--- src/rtl/shield_power_sequencer.sv ---
// shield_power_sequencer
//   Power / level-shifter sequencing for two shield slots (A = 0, B = 1).
//   Power-up order: supply on -> settle -> LOE -> HOE; power-down is the reverse.
//   Over-current flags are synchronised and run-length filtered. A filtered
//   over-current shuts the slot down and schedules a retry after a cooldown.
//   Once the retry budget is spent the slot latches FAULTED until cleared.
// Ports
//   csi_MCLK_clk / rsi_MRST_reset : clock, synchronous active-high reset
//   avs_Ctrl_*                    : Avalon-MM slave (CTRL, STAT, IRQEN), no wait states
//   ins_OC_irq                    : registered OR of pending & enabled over-current flags
//   coe_X_OCN                     : over-current flag, active low, asynchronous
//   coe_X_PWREN                   : supply enable, active low
//   coe_X_HOE / coe_X_LOE         : high-/low-side buffer enables, active high
module shield_power_sequencer #(
  parameter int SETTLE_CYCLES   = 50000,
  parameter int OE_DELAY        = 1000,
  parameter int COOLDOWN_CYCLES = 5000000,
  parameter int OC_FILTER       = 4,
  parameter int MAX_RETRY       = 3
) (
  input  logic        csi_MCLK_clk,
  input  logic        rsi_MRST_reset,
  input  logic [1:0]  avs_Ctrl_address,
  input  logic [31:0] avs_Ctrl_writedata,
  output logic [31:0] avs_Ctrl_readdata,
  input  logic [3:0]  avs_Ctrl_byteenable,
  input  logic        avs_Ctrl_write,
  input  logic        avs_Ctrl_read,
  output logic        avs_Ctrl_waitrequest,
  output logic        ins_OC_irq,
  input  logic        coe_A_OCN,
  input  logic        coe_B_OCN,
  output logic        coe_A_PWREN,
  output logic        coe_B_PWREN,
  output logic        coe_A_HOE,
  output logic        coe_B_HOE,
  output logic        coe_A_LOE,
  output logic        coe_B_LOE
);

  typedef enum logic [2:0] {
    S_OFF     = 3'd0,
    S_SETTLE  = 3'd1,
    S_LOE     = 3'd2,
    S_ON      = 3'd3,
    S_DOWN    = 3'd4,
    S_COOL    = 3'd5,
    S_FAULTED = 3'd6
  } state_t;

  localparam logic [23:0] SETTLE_LOAD = 24'(SETTLE_CYCLES - 1);
  localparam logic [23:0] OE_LOAD     = 24'(OE_DELAY - 1);
  localparam logic [23:0] COOL_LOAD   = 24'(COOLDOWN_CYCLES - 1);
  localparam logic [1:0]  RETRY_MAX   = 2'(MAX_RETRY);
  localparam int          RW          = $clog2(OC_FILTER + 1);

  logic clk;
  logic srst;
  assign clk  = csi_MCLK_clk;
  assign srst = rsi_MRST_reset;

  // ---------------- register interface ----------------
  logic [1:0] req_reg, req_next;
  logic [1:0] irqen_reg, irqen_next;
  logic [1:0] clr;
  logic [1:0] w1c;
  logic       irq_reg;

  logic wr_ctrl, wr_stat, wr_irqen;
  assign wr_ctrl  = avs_Ctrl_write && (avs_Ctrl_address == 2'd0);
  assign wr_stat  = avs_Ctrl_write && (avs_Ctrl_address == 2'd1);
  assign wr_irqen = avs_Ctrl_write && (avs_Ctrl_address == 2'd2);

  // The slot FSMs look at the value being written so that REQ and CLR both
  // act on the same edge that captures the write.
  always_comb begin
    req_next   = req_reg;
    irqen_next = irqen_reg;
    clr        = 2'b00;
    w1c        = 2'b00;
    if (wr_ctrl && avs_Ctrl_byteenable[0]) req_next   = avs_Ctrl_writedata[1:0];
    if (wr_ctrl && avs_Ctrl_byteenable[1]) clr        = avs_Ctrl_writedata[9:8];
    if (wr_stat && avs_Ctrl_byteenable[2]) w1c        = avs_Ctrl_writedata[17:16];
    if (wr_irqen && avs_Ctrl_byteenable[0]) irqen_next = avs_Ctrl_writedata[1:0];
  end

  logic [1:0] ocn;
  assign ocn = {coe_B_OCN, coe_A_OCN};

  logic [1:0][2:0] st;
  logic [1:0][1:0] retry;
  logic [1:0]      pend;
  logic [1:0]      pend_next;
  logic [1:0]      pwren;
  logic [1:0]      loe;
  logic [1:0]      hoe;

  // ---------------- per-slot logic ----------------
  for (genvar gi = 0; gi < 2; gi++) begin : g_slot
    logic          sync1_reg, sync2_reg;
    logic [RW-1:0] run_reg;
    logic          oc_det;
    state_t        state_reg, state_next;
    logic [23:0]   cnt_reg, cnt_next;
    logic [1:0]    retry_reg, retry_next;
    logic          pend_reg;
    logic          pwren_reg, loe_reg, hoe_reg;
    logic          active;

    // Run length saturates at OC_FILTER, so a single pulse is produced per low
    // run; only a synced-high sample resets the run and re-arms detection.
    assign oc_det = !sync2_reg && (run_reg == RW'(OC_FILTER - 1));

    always_ff @(posedge clk) begin
      if (srst) begin
        sync1_reg <= 1'b1;
        sync2_reg <= 1'b1;
        run_reg   <= '0;
      end else begin
        sync1_reg <= ocn[gi];
        sync2_reg <= sync1_reg;
        if (sync2_reg)
          run_reg <= '0;
        else if (run_reg != RW'(OC_FILTER))
          run_reg <= run_reg + 1'b1;
      end
    end

    assign active = (state_reg == S_SETTLE) || (state_reg == S_LOE) ||
                    (state_reg == S_ON)     || (state_reg == S_DOWN);

    always_comb begin
      state_next = state_reg;
      cnt_next   = (cnt_reg != 24'd0) ? cnt_reg - 24'd1 : cnt_reg;
      retry_next = retry_reg;
      if (oc_det && active) begin
        if (retry_reg < RETRY_MAX) begin
          retry_next = retry_reg + 2'd1;
          state_next = S_COOL;
          cnt_next   = COOL_LOAD;
        end else begin
          state_next = S_FAULTED;
        end
      end else if (oc_det) begin
        // Idle states only record the event; freeze the slot for this cycle.
        cnt_next = cnt_reg;
      end else begin
        if (clr[gi]) retry_next = 2'd0;
        case (state_reg)
          S_OFF: begin
            if (req_next[gi]) begin
              state_next = S_SETTLE;
              cnt_next   = SETTLE_LOAD;
            end
          end
          S_SETTLE: begin
            if (cnt_reg == 24'd0) begin
              state_next = S_LOE;
              cnt_next   = OE_LOAD;
            end
          end
          S_LOE: begin
            if (cnt_reg == 24'd0) state_next = S_ON;
          end
          S_ON: begin
            if (!req_next[gi]) begin
              state_next = S_DOWN;
              cnt_next   = OE_LOAD;
            end
          end
          S_DOWN: begin
            if (cnt_reg == 24'd0) begin
              state_next = S_OFF;
              retry_next = 2'd0;
            end
          end
          S_COOL: begin
            if (!req_next[gi]) begin
              state_next = S_OFF;
              retry_next = 2'd0;
            end else if (cnt_reg == 24'd0) begin
              state_next = S_SETTLE;
              cnt_next   = SETTLE_LOAD;
            end
          end
          S_FAULTED: begin
            if (clr[gi]) begin
              state_next = S_OFF;
              retry_next = 2'd0;
            end
          end
          default: state_next = S_OFF;
        endcase
      end
    end

    assign pend_next[gi] = (pend_reg & ~w1c[gi]) | oc_det;

    always_ff @(posedge clk) begin
      if (srst) begin
        state_reg <= S_OFF;
        cnt_reg   <= 24'd0;
        retry_reg <= 2'd0;
        pend_reg  <= 1'b0;
        pwren_reg <= 1'b1;
        loe_reg   <= 1'b0;
        hoe_reg   <= 1'b0;
      end else begin
        state_reg <= state_next;
        cnt_reg   <= cnt_next;
        retry_reg <= retry_next;
        pend_reg  <= pend_next[gi];
        // Outputs follow the state being entered, so they change on the same
        // edge as the state register.
        pwren_reg <= !((state_next == S_SETTLE) || (state_next == S_LOE) ||
                       (state_next == S_ON)     || (state_next == S_DOWN));
        loe_reg   <= (state_next == S_LOE) || (state_next == S_ON);
        hoe_reg   <= (state_next == S_ON);
      end
    end

    assign st[gi]    = state_reg;
    assign retry[gi] = retry_reg;
    assign pend[gi]  = pend_reg;
    assign pwren[gi] = pwren_reg;
    assign loe[gi]   = loe_reg;
    assign hoe[gi]   = hoe_reg;
  end

  always_ff @(posedge clk) begin
    if (srst) begin
      req_reg   <= 2'b00;
      irqen_reg <= 2'b00;
      irq_reg   <= 1'b0;
    end else begin
      req_reg   <= req_next;
      irqen_reg <= irqen_next;
      irq_reg   <= |(pend_next & irqen_next);
    end
  end

  always_comb begin
    avs_Ctrl_readdata = 32'd0;
    case (avs_Ctrl_address)
      2'd0: avs_Ctrl_readdata = {30'd0, req_reg};
      2'd1: avs_Ctrl_readdata = {6'd0, (st[1] == S_FAULTED), (st[0] == S_FAULTED),
                                 2'd0, retry[1], retry[0], pend[1], pend[0],
                                 5'd0, st[1], 5'd0, st[0]};
      2'd2: avs_Ctrl_readdata = {30'd0, irqen_reg};
      default: avs_Ctrl_readdata = 32'd0;
    endcase
  end

  assign avs_Ctrl_waitrequest = 1'b0;
  assign ins_OC_irq  = irq_reg;
  assign coe_A_PWREN = pwren[0];
  assign coe_B_PWREN = pwren[1];
  assign coe_A_LOE   = loe[0];
  assign coe_B_LOE   = loe[1];
  assign coe_A_HOE   = hoe[0];
  assign coe_B_HOE   = hoe[1];

  logic unused_ok;
  assign unused_ok = ^{avs_Ctrl_writedata[31:18], avs_Ctrl_writedata[15:10],
                       avs_Ctrl_writedata[7:2], avs_Ctrl_byteenable[3], avs_Ctrl_read};

endmodule

--- config.mk ---
export PLATFORM = sky130hd
export DESIGN_NAME = shield_power_sequencer
export DESIGN_NICKNAME = d
export VERILOG_FILES = /design/src/rtl/shield_power_sequencer.sv
export SDC_FILE = /design/constraint.sdc
export NUM_CORES = 1
export LEC_CHECK = 0
export ABC_AREA = 1
export CAP_MARGIN = 25
export CORE_ASPECT_RATIO = 0.6
export CORE_MARGIN = 1
export CORE_UTILIZATION = 55
export CTS_BUF_LIST = sky130_fd_sc_hd__clkbuf_2 sky130_fd_sc_hd__clkbuf_4 sky130_fd_sc_hd__clkbuf_8
export CTS_CLUSTER_SIZE = 14
export DETAILED_ROUTE_END_ITERATION = 6
export HOLD_SLACK_MARGIN = 0.1
export PLACE_DENSITY = 0.82
export SLEW_MARGIN = 20
export SYNTH_ARGS = -nofsm -noshare
export SYNTH_HDL_FRONTEND = slang
export SYNTH_SLANG_ARGS = --single-unit
--- constraint.sdc ---
create_clock -name csi_MCLK_clk -period 4.79 [get_ports csi_MCLK_clk]
set_clock_uncertainty 0.1 [all_clocks]
set_input_delay 0.7185 -clock csi_MCLK_clk [delete_from_list [all_inputs] [get_ports csi_MCLK_clk]]
set_output_delay 0.7185 -clock csi_MCLK_clk [all_outputs]
set_load 0.1 [all_outputs]
==> impl_results.md <==
* Status: completed
* Via density at 5.475
* Post-Synthesis Cells at 807
* Depth of the most critical reg-to-reg path at 11
* Crit path launch type: input pin
* Core ar. at 9256 um2
* H-Tree Depth at 3
* Die ar. at 10000 um2
* Dpl hpwl at 10390 um
* # resized after CTS at 0
* Die width at 128.4 um
* Most frequent cells in the layout: nand2_1, nor2_1, inv_1, dfxtp_1, nand3_1
* Height of the die at 77.87 um
* Total of max-cap violations at 0
* Vias in the first global route at 4628
* Clock power share at 0.139
* Total CTS buffers at 9
* Critical Path RT at 3.97 ns
* Worst setup path end: avs_Ctrl_readdata[25]
* Setup-failing EPs final at 0
* Reg2reg setup slack at 2.23 ns
* Top-Level Pins at 84
* Max-slew headroom at 0.3281
* Total Power at 0.003415 W
* RSZ-0062 raised after global routing: false
* DRC at 0
* Most used DFF post-synth: dfxtp_1
* DR WL/cell at 14.12 um
* Fin. max-slew vios at 0
* Starting density of the core at 0.5700
* Worst R2R Start: g_slot[0].run_reg[0]$_SDFFE_PP0P_
* Flip-flop count of the largest register after layout at 48
* Lkg Pwr at 2.819 nW
* Post-route insts no fill at 976
* Initial antenna violation count at 0
* Fraction of layout cells with a size suffix above 1 at 0.1348
* Multi-input logic area at 3138 um2
* Critical path type: input pin to output pin
* FP Rows at 27
* Syn Area/Cell at 6.538 um2
* DR pass1 iterations at 6
* Worst Slack Setup Final at 1.612 ns
* Kind of end point of the critical path: output pin
* Final hold violations at 0
* Max clock buf depth at 2
* P&R area growth vs syn at 10.01%
* Post-synth EDFFs at 0
* Reg power frac at 0.303
* Pwr Density at 588.3 nW/um2
* Cell variety after synth at 49
* Syn Std Cell Area at 5276 um2
* Clock Latency Late Sink at 0.36 ns
* Setup_tns at 0 ns
* Pint at 0.001713 W
* Iteration-0 DRC Markers at 626
* Worst min path class: register to register
* Most common cell after layout, fill and taps aside: nand2_1
* Filler cells at 843
* CTS tree: built
* First-pass GRT wire length at 22170 um
* Hold-fix buffers at CTS at 0
* Max Clk Rate at 314.6 MHz
* CP arrival at 2.36 ns
* Net Switching at 0.001702 W
* ANT cells at 0
* Largest net degree at the start of global routing at 47
* Via count at 5344
* Storage cell area at 1622 um2
* Post-DRT Antenna Nets at 0
* IO Port Bufs at 36
* Comb power frac at 0.558
* Pre-CTS WS at 1.637 ns
* Sw Share at 0.4984
* Sequential-to-total area share from yosys stat at 0.3073
* Total Wirelength at 13780 um
* Total GRT Usage at 0.2832
* Worst Setup SP: avs_Ctrl_address[0]
* CTS Root Cell: clkbuf_8
* Worst Tran Pin Value at 1.005 ns
* Clock tree sinks at 81
* Cells after DPL at 960
* Post-layout nets at 897
* Tcrit/Tclk final at 0.6635
* FFs w/ async S/R, synth at 0
* Post-CTS Setup Bufs at 0
* Total grt overflow at 0
* Placer Congestion at 0.9342
* Reg-to-Reg End: g_slot[0].cnt_reg[1]$_SDFFE_PP0P_
* CP Max Fanout at 14
* Peak VDD IR at 0.0003606 V
* Minimum clock period at 3.178 ns
* YS warnings at 0
* Clock-pin slew on the worst setup and hold paths at 0.08 ns
* Flops & latches, synth at 81
## worst min-delay path by stage
stage	start	endpoint	cells past startpoint
6_report	g_slot[0].sync1_reg$_SDFF_PP1_	g_slot[0].sync2_reg$_SDFF_PP1_	1
5_1_grt	g_slot[1].sync1_reg$_SDFF_PP1_	g_slot[1].sync2_reg$_SDFF_PP1_	1
4_1_cts	g_slot[0].sync1_reg$_SDFF_PP1_	g_slot[0].sync2_reg$_SDFF_PP1_	1
3_5_place_dp	g_slot[1].sync1_reg$_SDFF_PP1_	g_slot[1].sync2_reg$_SDFF_PP1_	1
3_3_place_gp	g_slot[1].sync1_reg$_SDFF_PP1_	g_slot[1].sync2_reg$_SDFF_PP1_	1
2_1_floorplan	g_slot[0].sync1_reg$_SDFF_PP1_	g_slot[0].sync2_reg$_SDFF_PP1_	1
## per-layer routing
metal / vias up / track usage / share of wire
li1: 2615 / - / -
met1: 2411 / 0.4213 / 0.48
met2: 290 / 0.3908 / 0.39
met3: 28 / 0.09172 / 0.12
met4: 0 / 0.05647 / 0.011
met5: - / 0 / 0
## final cells by class
class / count / area share
Tap cell: 130 / 0.02802
Timing Repair Buffer: 37 / 0.05648
Inverter: 98 / 0.06424
Sequential cell: 81 / 0.2794
Clock inverter: 3 / 0.002587
Multi-Input combinational cell: 614 / 0.5406
Clock buffer: 13 / 0.02867
## through the flow
stage	instance area [um2]	hold slack (ns)	util
after global placement	5623	0.2952	0.6075
final	5804	0.3101	0.6271
after CTS	5804	0.3140	0.6271
after detailed placement	5623	0.2974	0.6075
after floorplan	5344	0.2895	-
after global routing	5804	0.3333	0.6271
## power groups by stage
stage / Sequential [W] / Combinational (W) / Clock, W
after floorplan: 0.00101 / 0.00152 / 0
after global placement: 0.00103 / 0.00177 / 0
after detailed placement: 0.00104 / 0.00184 / 0
after CTS: 0.00102 / 0.00185 / 0.000480
after global routing: 0.00105 / 0.00212 / 0.000513
final: 0.00103 / 0.00191 / 0.000476
## synthesized netlist by cell type (2+ instances only)
library cell,instances,share of area
inv_1,82,0.058
o211ai_1,3,0.0043
inv_2,13,0.0092
nand2_4,6,0.013
nand2_1,171,0.12
or2_2,6,0.0071
nand2_2,13,0.015
a21oi_2,5,0.0083
a211oi_1,4,0.0057
nor3_1,12,0.011
nand3b_2,2,0.0043
buf_2,4,0.0038
nor2_2,18,0.021
a21oi_1,43,0.041
xor2_1,11,0.018
buf_4,19,0.027
o21ai_0,33,0.031
nand3_2,2,0.0038
nor2_4,5,0.011
dfxtp_1,81,0.31
inv_4,2,0.0024
o21ai_2,2,0.0033
nor2_1,139,0.099
xnor2_1,9,0.015
nand3_1,53,0.050
nand4_1,18,0.021
o21ai_1,5,0.0047
o21bai_1,3,0.0043
clkbuf_1,6,0.0043
nand3b_1,2,0.0028
ha_1,12,0.028
a31oi_1,3,0.0036
o21a_1,2,0.0028
buf_6,2,0.0043
nand3_4,2,0.0066
## critical path, stage by stage
cell             delay, ns
clkdlybuf4s50_1       0.57
nand2_1               0.40
nor3_1                0.33
buf_4                 0.33
## logic make-up after synthesis
family / after synthesis / synth area share
simple gates: 454 / 0.3977
buf+inv: 130 / 0.1107
compound gates: 108 / 0.1200
flops: 81 / 0.3073
xor+xnor: 20 / 0.03320
fa+ha+maj: 12 / 0.02846
other cells: 1 / 0.0007107
mux: 1 / 0.001897
Note: power is estimated with default switching activity, not from simulation.
